--- config.mk ---
export PLATFORM = sky130hd
export DESIGN_NAME = mc_sync_fifo
export DESIGN_NICKNAME = d
export VERILOG_FILES = /design/src/rtl/fifo_mc_pkg.sv /design/src/rtl/mc_fifo_ch_ctrl.sv /design/src/rtl/mc_sync_fifo.sv
export SDC_FILE = /design/constraint.sdc
export NUM_CORES = 2
export LEC_CHECK = 0
export CAP_MARGIN = 20
export CORE_MARGIN = 2
export CORE_UTILIZATION = 60
export CTS_BUF_LIST = sky130_fd_sc_hd__clkbuf_8
export DETAILED_ROUTE_END_ITERATION = 16
export PLACE_DENSITY = 0.76
export SETUP_SLACK_MARGIN = 0.15
export SLEW_MARGIN = 20
export SYNTH_ARGS = -nofsm -noshare
export SYNTH_HDL_FRONTEND = slang
export SYNTH_SLANG_ARGS = --single-unit
export TNS_END_PERCENT = 30
--- constraint.sdc ---
create_clock -name clk -period 4.85 [get_ports clk]
set_input_delay 0.485 -clock clk [delete_from_list [all_inputs] [get_ports clk]]
set_output_delay 0.485 -clock clk [all_outputs]
set_load 0.02 [all_outputs]
--- src/rtl/fifo_mc_pkg.sv ---
// Shared constants and types for the multi-channel synchronous FIFO.
// Optional FIFO_FWFT_EN build macro is consumed by mc_sync_fifo.
package fifo_mc_pkg;

  localparam int DEF_DATA_WIDTH = 8;
  localparam int DEF_ADDR_WIDTH = 6;
  localparam int DEF_NUM_CH     = 4;
  localparam int DEF_AF_LEVEL   = 56;
  localparam int DEF_AE_LEVEL   = 8;

  // Channel index width; a single-channel build still needs a 1-bit index.
  function automatic int ch_bits(input int n);
    return (n > 1) ? $clog2(n) : 1;
  endfunction

  localparam int CH_W = ch_bits(DEF_NUM_CH);

  typedef logic [DEF_ADDR_WIDTH:0]   ptr_t;
  typedef logic [DEF_DATA_WIDTH-1:0] data_t;
  typedef logic [DEF_ADDR_WIDTH:0]   count_t;

endpackage

--- src/rtl/mc_fifo_ch_ctrl.sv ---
// Per-channel pointer, fill-level, threshold and sticky-error bookkeeping.
// Storage lives in the top level; this block only sees push/pop qualifiers.
module mc_fifo_ch_ctrl
  import fifo_mc_pkg::*;
#(
  parameter int ADDR_WIDTH = DEF_ADDR_WIDTH,
  parameter int AF_LEVEL   = DEF_AF_LEVEL,
  parameter int AE_LEVEL   = DEF_AE_LEVEL
) (
  input  logic                  clk,
  input  logic                  rst,
  input  logic                  push,
  input  logic                  pop,
  input  logic                  ovf_evt,
  input  logic                  udf_evt,
  input  logic                  clr_err,
  output logic [ADDR_WIDTH-1:0] waddr,
  output logic [ADDR_WIDTH-1:0] raddr,
  output logic [ADDR_WIDTH:0]   count,
  output logic                  full,
  output logic                  empty,
  output logic                  almost_full,
  output logic                  almost_empty,
  output logic                  overflow,
  output logic                  underflow
);

  localparam int PW = ADDR_WIDTH + 1;

  logic [PW-1:0] wptr_q, wptr_d, rptr_q, rptr_d, count_q, count_d;
  logic          full_q, full_d, empty_q, empty_d;
  logic          af_q, af_d, ae_q, ae_d;
  logic          ovf_q, ovf_d, udf_q, udf_d;

  always_comb begin
    wptr_d  = wptr_q + PW'(push);
    rptr_d  = rptr_q + PW'(pop);
    // Modulo subtraction on the wrap-extended pointers yields 0..DEPTH.
    count_d = wptr_d - rptr_d;
    empty_d = (wptr_d == rptr_d);
    full_d  = (wptr_d[ADDR_WIDTH-1:0] == rptr_d[ADDR_WIDTH-1:0]) &&
              (wptr_d[ADDR_WIDTH] != rptr_d[ADDR_WIDTH]);
    af_d    = (count_d >= PW'(AF_LEVEL));
    ae_d    = (count_d <= PW'(AE_LEVEL));
    // An error event in the same cycle as clr_err keeps the bit set.
    ovf_d   = ovf_evt | (ovf_q & ~clr_err);
    udf_d   = udf_evt | (udf_q & ~clr_err);
  end

  // NOTE: sequential state uses non-blocking assignments so every flop samples pre-edge values.
  always_ff @(posedge clk or posedge rst) begin
    if (rst) begin
      wptr_q  <= '0;
      rptr_q  <= '0;
      count_q <= '0;
      full_q  <= 1'b0;
      empty_q <= 1'b1;
      af_q    <= 1'b0;
      ae_q    <= 1'b1;
      ovf_q   <= 1'b0;
      udf_q   <= 1'b0;
    end else begin
      wptr_q  <= wptr_d;
      rptr_q  <= rptr_d;
      count_q <= count_d;
      full_q  <= full_d;
      empty_q <= empty_d;
      af_q    <= af_d;
      ae_q    <= ae_d;
      ovf_q   <= ovf_d;
      udf_q   <= udf_d;
    end
  end

  assign waddr        = wptr_q[ADDR_WIDTH-1:0];
  assign raddr        = rptr_q[ADDR_WIDTH-1:0];
  assign count        = count_q;
  assign full         = full_q;
  assign empty        = empty_q;
  assign almost_full  = af_q;
  assign almost_empty = ae_q;
  assign overflow     = ovf_q;
  assign underflow    = udf_q;

endmodule

--- src/rtl/mc_sync_fifo.sv ---
// Multi-channel single-clock FIFO: shared storage, channel decode, read mux/register.
// Define FIFO_FWFT_EN for first-word-fall-through reads; default is a registered 1-cycle read.
module mc_sync_fifo
  import fifo_mc_pkg::*;
#(
  parameter int DATA_WIDTH = DEF_DATA_WIDTH,
  parameter int ADDR_WIDTH = DEF_ADDR_WIDTH,
  parameter int NUM_CH     = DEF_NUM_CH,
  parameter int AF_LEVEL   = DEF_AF_LEVEL,
  parameter int AE_LEVEL   = DEF_AE_LEVEL
) (
  input  logic                           clk,
  input  logic                           rst,
  input  logic                           wr_en,
  input  logic [ch_bits(NUM_CH)-1:0]     wr_ch,
  input  logic [DATA_WIDTH-1:0]          wr_data,
  input  logic                           rd_en,
  input  logic [ch_bits(NUM_CH)-1:0]     rd_ch,
  output logic [DATA_WIDTH-1:0]          rd_data,
  output logic                           rd_valid,
  output logic [NUM_CH-1:0]              full,
  output logic [NUM_CH-1:0]              empty,
  output logic [NUM_CH-1:0]              almost_full,
  output logic [NUM_CH-1:0]              almost_empty,
  output logic [NUM_CH*(ADDR_WIDTH+1)-1:0] count,
  output logic [NUM_CH-1:0]              overflow,
  output logic [NUM_CH-1:0]              underflow,
  input  logic                           clr_err
);

  localparam int CH_BITS = ch_bits(NUM_CH);
  localparam int PW      = ADDR_WIDTH + 1;
  localparam int MEM_AW  = CH_BITS + ADDR_WIDTH;
  localparam int ROWS    = 1 << MEM_AW;

  logic [ADDR_WIDTH-1:0] waddr [NUM_CH];
  logic [ADDR_WIDTH-1:0] raddr [NUM_CH];
  logic [NUM_CH-1:0]     wr_sel, rd_sel, push, pop, ovf_evt, udf_evt;
  logic [MEM_AW-1:0]     wr_addr, rd_addr;
  logic                  any_push, any_pop;
  logic [DATA_WIDTH-1:0] rd_head;

  logic [DATA_WIDTH-1:0] mem [ROWS];

  // Indices >= NUM_CH match no channel, so such requests fall through untouched.
  always_comb begin
    wr_sel  = '0;
    rd_sel  = '0;
    push    = '0;
    pop     = '0;
    ovf_evt = '0;
    udf_evt = '0;
    wr_addr = '0;
    rd_addr = '0;
    for (int c = 0; c < NUM_CH; c++) begin
      wr_sel[c]  = wr_en && (wr_ch == CH_BITS'(c));
      rd_sel[c]  = rd_en && (rd_ch == CH_BITS'(c));
      pop[c]     = rd_sel[c] && !empty[c];
      push[c]    = wr_sel[c] && (!full[c] || pop[c]);
      ovf_evt[c] = wr_sel[c] && full[c] && !pop[c];
      udf_evt[c] = rd_sel[c] && empty[c];
      if (wr_ch == CH_BITS'(c)) wr_addr = {wr_ch, waddr[c]};
      if (rd_ch == CH_BITS'(c)) rd_addr = {rd_ch, raddr[c]};
    end
  end

  assign any_push = |push;
  assign any_pop  = |pop;

  for (genvar g = 0; g < NUM_CH; g++) begin : g_ch
    mc_fifo_ch_ctrl #(
      .ADDR_WIDTH (ADDR_WIDTH),
      .AF_LEVEL   (AF_LEVEL),
      .AE_LEVEL   (AE_LEVEL)
    ) u_ctrl (
      .clk          (clk),
      .rst          (rst),
      .push         (push[g]),
      .pop          (pop[g]),
      .ovf_evt      (ovf_evt[g]),
      .udf_evt      (udf_evt[g]),
      .clr_err      (clr_err),
      .waddr        (waddr[g]),
      .raddr        (raddr[g]),
      .count        (count[g*PW +: PW]),
      .full         (full[g]),
      .empty        (empty[g]),
      .almost_full  (almost_full[g]),
      .almost_empty (almost_empty[g]),
      .overflow     (overflow[g]),
      .underflow    (underflow[g])
    );
  end

  // NOTE: storage has no reset; occupancy comes from the pointers, so stale contents are never observed.
  always_ff @(posedge clk) begin
    if (any_push) mem[wr_addr] <= wr_data;
  end

  assign rd_head = mem[rd_addr];

`ifdef FIFO_FWFT_EN
  logic [NUM_CH-1:0] rd_match;

  always_comb begin
    rd_match = '0;
    for (int c = 0; c < NUM_CH; c++) rd_match[c] = (rd_ch == CH_BITS'(c));
  end

  assign rd_data  = rd_head;
  assign rd_valid = |(rd_match & ~empty);
`else
  logic [DATA_WIDTH-1:0] rd_data_q, rd_data_d;
  logic                  rd_valid_q, rd_valid_d;

  always_comb begin
    rd_data_d  = any_pop ? rd_head : rd_data_q;
    rd_valid_d = any_pop;
  end

  always_ff @(posedge clk or posedge rst) begin
    if (rst) begin
      rd_data_q  <= '0;
      rd_valid_q <= 1'b0;
    end else begin
      rd_data_q  <= rd_data_d;
      rd_valid_q <= rd_valid_d;
    end
  end

  assign rd_data  = rd_data_q;
  assign rd_valid = rd_valid_q;
`endif

endmodule

==> impl_metrics.yaml <==
run_status:
  status: "complete, no violations"
clock_network:
  insertion_delay_ns: 1.04
  clkTransAtPathRegs_ns: 0.07
  cts_made_buffers: 347
  cts.repair.resized: 0
  postCtsHoldBufs: 1
  cts_buffer_depth: 4
  cts.sinks: 2165
  clockRootBuffer: "clkbuf_8"
  htree_levels: 5
  cts_tree: "yes"
  postCtsSetupBuffers: 0
finish:
  seq_area_um2: 64440
  multi_input_area_um2: 20260
  area_delta_synth_final_pct: 12.60
  fin_nets: 5860
  layout_common_cells: "edfxtp_1 (2048), nand2_1 (793), clkbuf_8 (363)"
  postLayoutCellArea_um2: 97410
  drive_gt1_share_pct: 17.64
  fin_cells: 7951
  final_common_cell: "edfxtp_1"
  fill_cells: 9247
timing:
  hold_viol: 0
  rsz0062_at_grt: "no"
  period_minus_slack_ns: 4.547
  maxSlewHeadroom_pct: 19.51
  max_freq_mhz: 219.9
  period_share_pct: 93.76
  setup_viol: 0
  finClkSkew_ns: 0.07160
  tightest_slew_ns: 1.203
  slew_violations: 0
synth:
  synth_nets: 5411
  synth-seq-cells: 2165
  synth-seq-area-share_pct: 74.48
  yosysTopAreaCell: "edfxtp_1"
  ys_async_sr_fraction_pct: 5.404
  synth.area.top_cells: "edfxtp_1 (71%), mux4_2 (6.8%), nand2_1 (3.4%)"
  synth_flop_cell: "edfxtp_1"
  synth_top_area_share_pct: 71.09
  synth.avg_cell_area_um2: 16.18
  synth.distinct_cells: 61
  yosysWarnings: 0
  synth_edf_count: 2048
  synth_cells: 5348
  synth_area_um2: 86510
worst_setup_path:
  path_class: "reg -> reg"
  cp.required_ns: 5.78
  worst_path_max_delay_cell: "nor2_1"
  start_kind: "flop"
  max_stage_delay_ns: 0.78
  cp_max_fo: 33
  cp-end-kind: "flop"
  crit_arrival_ns: 5.48
  cp_cell_sequence: "buf_4 -> mux4_2 -> buf_12 -> nor2_1 -> nand2_1 -> a21oi_1 -> or4_1 -> a311o_1 -> a21o_1 -> o221ai_1 -> o22a_1"
floorplan:
  fp.dieW_um: 383.7
  die_area_um2: 147200
  die_h_um: 383.7
  start_util_pct: 60.37
  num_rows: 139
  num_io_pins: 78
  coreArea_um2: 143300
detailed_routing:
  route.detailed.drc: 0
  wl_um: 241500
  drt_iter0_markers: 8162
  wl_per_cell_um: 30.37
  dr.pass1.iters: 9
  num_vias: 52430
  vias_per_cell: 6.594
  antenna_left: 0
min_path:
  hold_path_class: "in -> reg"
global_route:
  antenna_found_initial: 8
  grt_max_degree: 147
  grt_pass1_wl_um: 347800
  grt_usage_pct: 32.99
  first_global_vias: 51110
  grt-ovfl-total: 0
power:
  p_sw_mw: 19.68
  netSwitchingFraction_pct: 36.05
  power_frac_clock_pct: 25.6
  ir_worst_vdd_uv: 566.8
  p_leak_nw: 32.95
  p_int_mw: 34.91
  comb_power_share_pct: 35.1
  powerDensity_nw_per_um2: 560.4
  seqPwrFrac_pct: 39.2
run:
  cap_violations: 0
placed_design:
  dp.cells: 7350
  place.gp.congestion: 0.9573
  io_buffers: 77
  dpl_cell_area_um2: 91400
  hpwl_um: 153100
==> area by class of cell <==
class	instances	share of cell area, %
antenna	5	0.01284
clock buffer	355	5.016
clock inverter	240	1.128
inverter	59	0.2299
multi-input combinational	2792	20.80
sequential	2165	66.15
tap	1903	2.444
timing repair buffer	432	4.216
==> layer usage <==
layer / global-route usage, % / vias to the layer above / share of wire [%]
li1: - / 21610 / -
met1: 44.59 / 26070 / 35
met2: 48.97 / 4040 / 45
met3: 10.30 / 708 / 14
met4: 16.61 / 8 / 5.8
met5: 0.2599 / - / 0.040
==> power by group through the flow <==
stage	clock [mW]	combinational, mW	sequential, mW
6_report	14.0	19.2	21.4
4_1_cts	14.1	18.7	21.4
2_1_floorplan	0	11.1	21.7
3_3_place_gp	0	18.4	21.7
3_5_place_dp	0	18.6	21.8
5_1_grt	14.8	19.9	21.4
==> through the flow <==
stage          hold WS [ns]  total power [mW]  setup TNS (ns)  worst slack, ns  util [%]
2_1_floorplan        0.4505             32.79               0            1.146         -
3_3_place_gp         0.4622             40.11        -0.08580         -0.08580     63.78
3_5_place_dp         0.4676             40.41        -0.06128         -0.06126     63.78
4_1_cts              0.1231             54.17               0           0.6339     67.96
5_1_grt              0.1737             56.20               0           0.3847     67.96
6_report             0.1647             54.59               0           0.3026     67.97
==> final timing paths <==
check | startpoint | endpoint | slack, ns | depth (start not counted)
setup reg to reg | g_ch[1].u_ctrl.rptr_q[4] | rd_data[4] | 0.30 | 11
hold reg to reg | g_ch[0].u_ctrl.rptr_q[6] | g_ch[0].u_ctrl.rptr_q[6] | 0.47 | 1
hold / removal | wr_data[6] | mem[134][6] | 0.16 | 1
min in group asynchronous | rst | g_ch[2].u_ctrl.wptr_q[6] | 0.58 | 3
max in group asynchronous | rst | g_ch[2].u_ctrl.almost_empty | 3.31 | 4
setup / recovery | g_ch[1].u_ctrl.rptr_q[4] | rd_data[4] | 0.30 | 11
==> synth_stat cells (29+ instances only) <==
cell type  instances
a211oi_1          83
a21oi_1           99
a22oi_1           62
a311oi_1          29
a31oi_1          119
and3_1            59
buf_1             37
buf_2            103
buf_4             40
clkbuf_1         133
dfrtp_1          109
edfxtp_1        2048
ha_1              42
inv_1             58
mux2i_1          150
mux4_2           263
nand2_1          793
nand3_1          161
nor2_1           350
nor2b_1           97
nor3_1            45
o21ai_0           54
o22ai_1           56
xnor2_1           49
xor2_1            32
==> critical path, delay by kind of cell, from the launching register on <==
kind / cells / cell delay [ns]
and+or+nand+nor: 3 / 1.64
AOI/OAI and AO/OA: 5 / 1.44
muxes: 1 / 0.56
buffers and inverters: 2 / 0.42
DFF: 1 / 0.37
==> cell families after synthesis <==
group                      Yosys count  synth area share [%]
DFF                               2165                 74.48
adders and majority gates           46                0.7000
xor gates and xnor gates            81                0.8201
and+or+nand+nor                   1600                 7.991
buffers and inverters              391                 2.184
muxes                              420                 8.673
AOI/OAI and AO/OA                  645                 5.147
==> state kept, by name, indices dropped and copies added (netlist names) <==
register and count:
g_ch.u_ctrl.wptr_q 28, rd_valid 1, g_ch.u_ctrl.empty 4, rd_data 8
g_ch.u_ctrl.count 28, mem 2048, g_ch.u_ctrl.full 4, g_ch.u_ctrl.almost_full 4
g_ch.u_ctrl.almost_empty 4, g_ch.u_ctrl.underflow 4, g_ch.u_ctrl.overflow 4, g_ch.u_ctrl.rptr_q 28
No activity file was read; power rests on OpenSTA's default activity.
